`config.mk`:
```
export PLATFORM = sky130hd
export DESIGN_NAME = sreg_piso_9x16_bit
export DESIGN_NICKNAME = d
export VERILOG_FILES = /design/src/rtl/sreg_piso_9x16_bit.sv
export SDC_FILE = /design/constraint.sdc
export NUM_CORES = 1
export LEC_CHECK = 0
export ABC_AREA = 1
export BUFFER_PORTS_ARGS = -buffer_cell sky130_fd_sc_hd__buf_4
export CAP_MARGIN = 20
export CORE_MARGIN = 4
export CORE_UTILIZATION = 53
export DETAILED_ROUTE_END_ITERATION = 16
export PLACE_DENSITY = 0.77
export SLEW_MARGIN = 10
export SYNTH_ARGS = -nofsm -noshare
export SYNTH_HDL_FRONTEND = slang
export SYNTH_SLANG_ARGS = --single-unit
```
`constraint.sdc`:
```
create_clock -name clk -period 2.3 [get_ports clk]
set_input_delay 0.345 -clock clk [delete_from_list [all_inputs] [get_ports clk]]
set_output_delay 0.345 -clock clk [all_outputs]
set_load 0.01 [all_outputs]
```
`src/rtl/sreg_piso_9x16_bit.sv`:
```
// Parallel-in, serial-out frame serializer: one N_OUT x WIDTH frame in, one word per beat out.
// Words leave MSB slice first so a matching SIPO rebuilds the frame bit-exact.
module sreg_piso_9x16_bit #(
    parameter int N_OUT = 9,
    parameter int WIDTH = 16
) (
    input  logic                     clk,
    input  logic                     rst,
    input  logic                     in_valid,
    output logic                     in_ready,
    input  logic [N_OUT*WIDTH-1:0]   in_parallel,
    output logic [WIDTH-1:0]         out_serial,
    output logic                     out_valid,
    input  logic                     out_ready,
    output logic                     out_first,
    output logic                     out_last,
    output logic                     busy
);

    localparam int FW = N_OUT * WIDTH;
    localparam int CW = (N_OUT > 1) ? $clog2(N_OUT) : 1;
    localparam logic [CW-1:0] LAST_CNT = CW'(N_OUT - 1);

    typedef enum logic {IDLE = 1'b0, SHIFT = 1'b1} state_t;

    state_t          state, state_n;
    logic [FW-1:0]   shreg, shreg_n;
    logic [CW-1:0]   cnt, cnt_n;
    logic            load;

    // Handshakes: a beat moves on a side only in a cycle where valid && ready;
    // in_ready in SHIFT opens solely on the final-word transfer so frames chain without bubbles.
    assign out_valid  = (state == SHIFT);
    assign busy       = out_valid;
    assign out_serial = out_valid ? shreg[FW-1 -: WIDTH] : '0;
    assign out_first  = out_valid && (cnt == '0);
    assign out_last   = out_valid && (cnt == LAST_CNT);
    assign in_ready   = (state == IDLE) || (out_last && out_ready);
    assign load       = in_valid && in_ready;

    always_comb begin
        state_n = state;
        shreg_n = shreg;
        cnt_n   = cnt;
        unique case (state)
            IDLE: begin
                if (load) begin
                    shreg_n = in_parallel;
                    cnt_n   = '0;
                    state_n = SHIFT;
                end
            end
            SHIFT: begin
                if (out_ready) begin
                    if (cnt == LAST_CNT) begin
                        if (in_valid) begin
                            shreg_n = in_parallel;
                            cnt_n   = '0;
                        end else begin
                            shreg_n = '0;
                            cnt_n   = '0;
                            state_n = IDLE;
                        end
                    end else begin
                        shreg_n = {shreg[FW-WIDTH-1:0], {WIDTH{1'b0}}};
                        cnt_n   = cnt + CW'(1);
                    end
                end
            end
            default: state_n = IDLE;
        endcase
    end

    always_ff @(posedge clk) begin
        if (rst) begin
            state <= IDLE;
            shreg <= '0;
            cnt   <= '0;
        end else begin
            state <= state_n;
            shreg <= shreg_n;
            cnt   <= cnt_n;
        end
    end

endmodule

```
* Word level (Yosys, flattened, before mapping)
Cells that the tools add are included.
Storage, ports and cells: register bits 149, input bits 148, output and inout bits 21, logic and storage cells 30
Operators by class: add/subtract/negate cells 1, equal/unequal tests 3, multiplexer cells 15, bitwise operators 1, reduce and logical (&&, ||, !) cells 7
Operators by type and width (count):
- $mux 144 | 4
- $pmux 144 s2 | 1
- $mux 16 | 1
- $mux 4 | 3
- $pmux 4 s2 | 1
- $add 4x1->4 const B | 1
- $eq 4x4->1 const B | 1
- $logic_and 1x1->1 | 4
- $logic_not 4->1 | 1
- $mux 1 | 4
- $ne 2x2->1 const B | 2
- $pmux 1 s2 | 1
- $reduce_and 2->1 | 1
- $logic_or 1x1->1 | 1
- $not 1->1 | 1

* Depth between registers and ports, before layout
Gate-level depths: netlist of run 1.
depth after elaboration 7, depth in mapped cells 9, gate-level depth less buffers 8

* Worst setup path before layout of run 1
Ideal clock, no wire load.
kind reg2out, start point reg state, in the netlist busy, end point out out_serial[10], data arrival time 1249 ps, data required time 1955 ps, path slack 706 ps, cell stages (with the launch flop) 7, path buffers 4, cells stage by stage dfxtp_1 > buf_2 > buf_2 > buf_2 > buf_2 > nand2_1 > inv_1
Between the ends: word-level cells in the longest chain between the ends 1
RTL lines:
- start: declaration | RTL line 26 | state_t state, state_n;
- start signal: assignment | RTL line 80 | state <= state_n;
- $mux 16 | RTL line 35 | assign out_serial = out_valid ? shreg[FW-1 -: WIDTH] : '0;
- end: declaration | RTL line 12 | output logic [WIDTH-1:0] out_serial,
No other way between the ends.

* Worst setup path in the final report of run 1
start point reg cnt[0], end point out out_last
Between the ends: word-level cells in the longest chain between the ends 2
RTL lines:
- start: declaration | RTL line 28 | logic [CW-1:0] cnt, cnt_n;
- start signal: assignment | RTL line 82 | cnt <= cnt_n;
- $eq 4x4->1 | RTL line 37 | assign out_last = out_valid && (cnt == LAST_CNT);
- $logic_and 1x1->1 | RTL line 37
- end: declaration | RTL line 16 | output logic out_last,
No other way between the ends.

==> impl.org, run 1 <==
** Outcome
- The run finished with clean final reports.

** Placement
- At the end of routability-driven placement, the weighted congestion stood at slightly above 0.8.
- DPL Wire Length :: approximately 14000 um
- Summing all placed instances gives a cell area of about 9700 um2.
- Input and output buffers added on the ports amount to ~170.

** Pwr
- VDD sags by at most roughly 0.56 mV.
- Power spread over the standard cell area amounts to 699 nW/um2.
- Static Leak :: roughly 6.5 nW

** Global routing
- Met1 usage in global routing :: 31.5%
- After global routing the overflow that remains totals 0.
- Initial antenna violation count :: 0
- Global-route track usage on met3 :: between 4 and 5%
- All-layer global routing usage :: about a quarter
- Entering global routing, the biggest net connects 80 pins.
- Most heavily used metal layer in global routing :: met2
- The first global-routing pass estimated approximately 35000 um of wire.
- Global routing consumed, on the met2 layer, around 40% of the routing resources.
- Vias in the first global route :: between 7000 and 8000

** Setup path
- Walking the worst path, the cells encountered are inv_1 -> ha_1 -> nand3_4 -> nor2_1 -> buf_4.
- Worst endpoint required time :: 1.96 ns
- Crit Path Max Fanout :: 16
- The number of buffers and inverters on the critical path is 2.
- STA classifies the critical path endpoint as a primary output.
- On the critical path the largest part of the delay comes from simple AND/OR/NAND/NOR gates.
- STA classifies the critical path startpoint as a register.
- The setup path with the least slack is of type register to primary output.
- Worst-path cell with the longest stage delay :: sky130_fd_sc_hd__dfxtp_1
- Data arrival time at the worst-slack endpoint :: 1.84 ns
- Delay of the slowest critical-path stage :: between 0.3 and 0.4 ns

** Hold path
- Worst hold-check path type :: input port to register

** Detailed routing
- Using the TritonRoute via totals, the vias-per-cell ratio works out to around 4.8.
- Count of TritonRoute iterations in the first routing pass :: 4
- In this run the remaining antenna-violating nets after routing total 0.
- Number of design-rule violations left by the first detailed-router iteration :: between 600 and 700
- Routed vias :: roughly 8500
- Routed wire length :: approximately 22000 um
- DR WL/cell :: approximately 12 um
- DRC violations left :: 0

** Clocking
- CTS placed an instance of sky130_fd_sc_hd__clkbuf_16 at the clock tree root.
- CTS Sinks :: about 150
- Number of levels the H-tree was split into :: 4
- Buffers inserted during clock tree synthesis total 17.
- The number of hold buffers added after CTS was 0.
- TritonCTS built the clock tree.
- Buffers added to address setup during post-CTS repair amount to 0.
- After clock tree synthesis, the clock-pin slew on the worst setup and hold paths is roughly 0.060 ns.
- Post-CTS Resized :: 0
- Clock latency on the worst-skew pair :: roughly 0.43 ns
- Clk buf depth :: 2

** Yosys
- Summing the sequential cell areas from Yosys gives 35.8% of the chip area.
- Commonest cells post-synth :: sky130_fd_sc_hd__nand2_1 (587), sky130_fd_sc_hd__inv_1 (309), sky130_fd_sc_hd__dfxtp_1 (149), sky130_fd_sc_hd__o21ai_0 (142), sky130_fd_sc_hd__a21oi_1 (132)
- Synth warn :: 0
- Netlist area before placement :: about 8300 um2
- In this run the mean area of a mapped cell was 5.81 um2.
- After technology mapping, the gate count stands at 1436.
- For this run, the leading register cell type out of synthesis is sky130_fd_sc_hd__dfxtp_1.
- Fraction of registers with async set/reset :: 0%
- Cell with the most instances after synthesis :: sky130_fd_sc_hd__nand2_1
- The netlist uses 21 different library cells.
- Of all cell types, the one taking the most synthesized area is sky130_fd_sc_hd__dfxtp_1.
- Number of synthesized flops with an enable pin :: 0
- After synthesis the netlist holds a flip-flop and latch count of ~150.
- The share of synthesized area in the top cell type comes to a little over a third.
- The number of nets in the synthesized netlist is approximately 1600.
- After synthesis, the cell types taking the most area are sky130_fd_sc_hd__dfxtp_1 (36%), sky130_fd_sc_hd__nand2_1 (26%), sky130_fd_sc_hd__inv_1 (14%).

** Layout
- The finished cells cover just over 10000 um2.
- The net count of the finished layout is approximately 1700.
- Fraction of final layout cells sized beyond drive strength 1 :: ~14%
- Fillers :: around 1500
- Antenna fix cells :: 0
- Relative to the synthesized area, the layout overhead comes to 23.9%.

** Timing
- Final clock period utilization by the worst path :: between 90% and 100%
- Setup violations remaining at the end of the flow were counted as 0.
- Pin slew with the least headroom to its limit :: 0.793 ns
- The routed design could run at a clock period as short as between 2 and 2.5 ns.
- RSZ-0062 raised after global routing :: false
- Hold is met by approximately 0.12 ns.
- The hold violation count in the final report is 0.
- Based on the critical path, the design can be clocked at up to between 400 and 500 MHz.
- In this run the tightest slew margin relative to its limit is between 40 and 50%.
- Setup Total Neg Slack :: 0 ns
- Clock skew on the completed layout was measured at about 0.0097 ns.
- Number of pins exceeding their max-slew limit in the final report :: 0

** Floorplan
- The floorplan step set the die width to ~130 um.
- Die outline height :: approximately 130 um
- around 170 I/O pins were placed.
- For this configuration, the core starts out at a cell density of a little over half.
- The total area inside the core boundary comes to roughly 15000 um2.
- Number of rows in the core area :: 45
- Total die area :: approximately 18000 um2

** Job
- The tool flagged a number of max-cap violations equal to 0.
cell usage in the layout, fill, tap and decap left out, drive strengths merged:
master    netlist  final
a21oi         132    132
buf            72    187
bufinv          0      4
clkbuf         22     23
clkinv          1      3
clkinvlp        0      2
dfxtp         149    149
ha              2      2
inv           311    311
nand2         589    589
nand3           4      5
nand4           2      2
nor2            5      5
nor3            1      1
o21ai         145    145
xor2            1      1
layer usage:
| layer | vias up | wire length, um | share of wire [%] |
|---|---|---|---|
| met1 | 3840 | 9800 | 45 |
| li1 | 4451 | - | - |
| met5 | - | 0 | 0 |
| met4 | 0 | 193 | 0.89 |
| met2 | 221 | 10400 | 48 |
| met3 | 19 | 1280 | 5.9 |
where the power goes:
group / internal [mW] / switching [mW] / leakage [nW]
sequential: 2.83 / 0.126 / 1.24
clock: 1.93 / 1.09 / 0.304
combinational: 0.530 / 0.715 / 4.98
total: 5.29 / 1.93 / 6.52
through the flow:
| step | std cells | utilization, % | total power, mW | worst slack [ns] |
|---|---|---|---|---|
| 6_report | 1772 | 67.5 | 7.22 | 0.115 |
| 5_1_grt | 1772 | 67.5 | 7.59 | 0.0195 |
| 4_1_cts | 1771 | 67.4 | 7.25 | 0.0890 |
| 3_5_place_dp | 1740 | 63.3 | 4.24 | 0.548 |
| 3_3_place_gp | 1740 | 63.3 | 4.22 | 0.577 |
| 2_1_floorplan | 1436 | - | 3.80 | 0.706 |
final timing paths:
check / slack [ns] / from / to / depth (start not counted)
worst max-delay path: 0.11 / cnt[0] / out_last / 5
worst max register to register: 0.43 / cnt[0] / shreg[120] / 7
worst min-delay path: 0.12 / rst / busy / 2
worst min register to register: 0.52 / shreg[107] / shreg[107] / 2
state kept, by name, indices dropped and copies added, names as in the netlist:
name and count:
cnt 4, busy 1, shreg 144
logic make-up (layout without fill, tap and decap cells):
family | after synthesis | in the layout | synth area share [%]
and+or+nand+nor | 601 | 602 | 27.3
buffers and inverters | 406 | 530 | 19.9
AOI/OAI and AO/OA | 277 | 277 | 16.6
DFF | 149 | 149 | 35.8
adders and majority gates | 2 | 2 | 0.300
xor gates and xnor gates | 1 | 1 | 0.105
cell type report:
type,instances,area (um2),share of cell area (%)
clock buffers,23,489,4.73
flip-flops and latches,149,2990,28.9
clock inverters,8,145,1.40
repair buffers,187,1540,14.9
multi-input cells,882,3730,36.1
inverters,312,1170,11.3
well taps,211,264,2.56
Note: power is estimated with default switching activity, not from simulation.
==> inputs of run 2 (changes only) <==
CELL_PAD_IN_SITES_DETAIL_PLACEMENT = 1   (was unset)
CELL_PAD_IN_SITES_GLOBAL_PLACEMENT = 1   (was unset)
CORE_UTILIZATION = 32   (was 53)
PLACE_DENSITY = unset   (was 0.77)
PLACE_DENSITY_LB_ADDON = 0.1   (was unset)
==> run 2 against run 1 <==
  * Wire length increased by 23%
  * Flip-flop and latch count unchanged
  * Setup slack improved by 0.13 ns
  * Critical path depth increased by 2
  * Critical path type unchanged
  * Cell count increased by 6.8%
  * Non-clock buffer count increased by 3
==> impl.org, run 2 (synthesis gave the netlist of run 1 again) <==
** Layout
- Signed area change from the synthesized netlist to the final layout :: 25.7% (was 23.9%)
- Total area of multi-input combinational cells :: 3730 um2 (unchanged)
- The flip-flop count of the largest register after layout was 144 (unchanged).
- The most frequent standard cell in the layout excluding fill and tap cells is sky130_fd_sc_hd__nand2_1 (unchanged).
- Net count reported at finish :: 1702 (was 1699)
- Antenna fix cells :: 0 (unchanged)
- Non-filler cells, final :: 1892 (was 1772)
- Sequential cell area :: 2990 um2 (unchanged)
- Fraction of final layout cells sized beyond drive strength 1 :: 14.5% (was 14.3%)
- Commonest cells after routing, fill and taps aside: sky130_fd_sc_hd__nand2_1 (587), sky130_fd_sc_hd__inv_1 (309), sky130_fd_sc_hd__buf_4 (179) (was sky130_fd_sc_hd__nand2_1 (587), sky130_fd_sc_hd__inv_1 (309), sky130_fd_sc_hd__buf_4 (176)).
- The most flop-heavy register is shreg (unchanged).
- The final instance area came to 10500 um2 (was 10300 um2).
- The layout filler cell count is 3438 (was 1491).

** Placement
- DPL Wire Length :: 18100 um (was 14200 um)
- The routability-driven placement congestion ratio came to 0.780 (was 0.832).
- The post-placement setup slack is 0.401 ns (was 0.548 ns).
- The instance area at placement came to 9840 um2 (was 9690 um2).
- The number of placed instances, taps included was 1859 (was 1740).
- Count of input and output buffers :: 168 (unchanged)

** Setup path
- Delay of the slowest critical-path stage :: 0.35 ns (was 0.34 ns)
- Family with the most delay on the worst path :: simple AND/OR/NAND/NOR gates (unchanged)
- Number of cells on the critical path :: 7 (was 5)
- The sort of element at the end of the critical path is a primary output (unchanged).
- Crit Path Class :: register to primary output (unchanged)
- The startpoint of the most critical setup path was cnt[0] (unchanged).
- List of cells traversed by the critical path :: inv_1 -> ha_1 -> nand2_1 -> nor2_1 -> nand2_1 -> nand2_1 -> buf_4 (was inv_1 -> ha_1 -> nand3_4 -> nor2_1 -> buf_4)
- Number of buffers and inverters on the critical path :: 2 (unchanged)
- The arrival time reported for the critical path endpoint was 1.71 ns (was 1.84 ns).
- The worst-case reg-to-reg path depth was 7 (unchanged).
- The slowest library cell on the worst path is sky130_fd_sc_hd__dfxtp_1 (unchanged).
- The most numerous cell type found on the critical path is sky130_fd_sc_hd__nand2_1.
- Critical register-to-register path startpoint :: cnt[0] (unchanged)
- The category of the worst setup path launch point is a register (unchanged).
- The highest net fanout along the worst path was 5 (was 16).
- The critical path required time is 1.96 ns (about the same).

** Timing
- Setup Total Neg Slack :: 0 ns (unchanged)
- Max frequency :: 487 MHz (was 458 MHz)
- Final-report hold violation count :: 0 (unchanged)
- Tightest slew margin relative to the limit :: 59.9% (was 47.1%)
- Final clock period utilization by the worst path :: 89.4% (was 95.0%)
- RSZ-0062 raised after global routing: false (unchanged).
- The transition time of the tightest slew-check pin came to 0.601 ns (was 0.793 ns).
- Number of pins exceeding their max-slew limit in the final report :: 0 (unchanged)
- Setup slack after layout :: 0.245 ns (was 0.115 ns)
- The final critical path time including I/O delays and setup was 2.06 ns (was 2.19 ns).
- The number of endpoints failing setup at the final stage was 0 (unchanged).
- Largest clock skew in the final design :: 0.0102 ns (was 0.00965 ns)

** Floorplan
- The number of standard-cell rows in the floorplan came to 58 (was 45).
- The starting density of the core is 32.8% (was 54.4%).
- Die outline height :: 169 um (was 133 um)
- Floorplan Core Area :: 25400 um2 (was 15300 um2)
- The count of pins on the block boundary came to 169 (unchanged).
- Die boundary width :: 169 um (was 133 um)
- The overall die area came to 28700 um2 (was 17800 um2).

** Clocking
- Clock input transition at the sequential cells of the worst setup and hold paths :: 0.06 ns (about the same)
- Number of levels the H-tree was split into :: 4 (unchanged)
- Clock latency on the worst-skew pair :: 0.42 ns (was 0.43 ns)
- Cts-stage hold buffer count :: 0 (unchanged)
- The TritonCTS clock tree was done (unchanged).
- CTS root buffer :: sky130_fd_sc_hd__clkbuf_16 (unchanged)
- Clk buf depth :: 2 (unchanged)
- The total number of clock tree sinks came to 149 (unchanged).
- The total CTS buffers came to 17 (unchanged).

** Global routing
- All-layer global routing usage :: 18.5% (was 23.9%)
- The leftover overflow at the end of global routing was 0 (unchanged).
- Wire length of the first global-routing pass :: 43300 um (was 35400 um)
- Initial antenna violation count :: 0 (unchanged)
- Vias in the first global route :: 8616 (was 7734)
- Pin count of the biggest net entering global routing :: 72 (was 80)

** Pwr
- Share of power burned in the clock network :: 41.5% (was 41.9%)
- The largest voltage drop on the vdd net came to 0.406 mV (was 0.562 mV).
- The sequential power share is 40.8% (was 40.9%).
- The switching power of the nets came to 2.04 mW (was 1.93 mW).
- Overall power consumption :: 7.24 mW (was 7.22 mW)
- Gate power share :: 17.7% (was 17.2%)
- Internal portion of total power :: 5.19 mW (was 5.29 mW)
- Cell area power density :: 690 nW/um2 (was 699 nW/um2)
- The switching part of the total power was 28.2% (was 26.8%).
- Static Leak :: 6.53 nW (was 6.52 nW)

** Detailed routing
- The count of vias placed by the detailed router was 8635 (was 8531).
- Count of TritonRoute iterations in the first routing pass :: 4 (unchanged)
- The average wire length per cell after detail routing came to 14.1 um (was 12.3 um).
- Routed wire length :: 26600 um (was 21700 um)
- Number of design-rule violations left by the first detailed-router iteration :: 464 (was 618)
- The remaining antenna violation count after routing was 0 (unchanged).
- The post-detailed-route DRC marker count is 0 (unchanged).
- The via count normalized by instance count is 4.56 (was 4.81).

** Outcome
- Status :: finished clean (unchanged)

** Hold path
- The class of the tightest hold or removal check is input port to register (unchanged).
- Number of instances on the worst hold path :: 2 (unchanged)
- The start point of the worst min-delay path was rst (unchanged).

** Job
- The max-cap violation count is 0 (unchanged).
[run 2: cell count changes in the layout (fill, tap and decap cells not counted), sizes merged]
cell and delta:
buf +3, clkbuf -5, clkinvlp -1, inv +4
[run 2: final timing paths]
check | to | slack [ns]
setup reg to reg | shreg[27] | 0.33
setup / recovery | in_ready | 0.24
hold reg to reg | cnt[1] | 0.53
hold / removal | busy | 0.12
[run 2: worst reg2reg max path, stage by stage (launching register included)]
cell and delay (ns):
sky130_fd_sc_hd__dfxtp_1 0.35, sky130_fd_sc_hd__inv_1 0.08, sky130_fd_sc_hd__ha_1 0.31, sky130_fd_sc_hd__nand4_1 0.20, sky130_fd_sc_hd__nand2_4 0.31, sky130_fd_sc_hd__buf_12 0.33, sky130_fd_sc_hd__nand2_1 0.17, sky130_fd_sc_hd__a21oi_1 0.15
[run 2: repair_timing]
| item | CTS | global route |
|---|---|---|
| pin swaps | 1 | 1 |
| gates cloned | 1 | 0 |
| setup buffers | 0 | 3 |
| endpoints found under the setup margin | 1 | 1 |
| resized for setup | 0 | 0 |
[run 2: stage by stage]
stage | hold WS, ns | util [%]
floorplan | 0.414 | -
CTS | 0.103 | 41.2
finish | 0.121 | 41.3
global route | 0.116 | 41.3
detailed placement | 0.516 | 38.7
global placement | 0.500 | 38.7
[run 2: area by class of cell]
class / instances / area share (%)
multi-input cells: 882 / 35.6
well taps: 330 / 3.94
repair buffers: 190 / 14.9
clock buffers: 18 / 4.19
flip-flops and latches: 149 / 28.5
clock inverters: 11 / 1.66
inverters: 312 / 11.2
[run 2: power groups by stage]
stage	Sequential [mW]	Clock, mW	Combinational [mW]
6_report	2.95	3.00	1.28
3_5_place_dp	3.01	0	1.30
2_1_floorplan	2.96	0	0.836
5_1_grt	2.98	3.20	1.49
4_1_cts	2.95	3.10	1.31
3_3_place_gp	3.00	0	1.28
[run 2: routing by layer]
| metal | global-route usage [%] | share of wire [%] | up-vias |
|---|---|---|---|
| met2 | 32.2 | 49 | 114 |
| met3 | 2.96 | 3.3 | 12 |
| li1 | - | - | 4454 |
| met4 | 3.78 | 0.75 | 0 |
| met5 | 0 | 0 | - |
| met1 | 24.3 | 47 | 4055 |
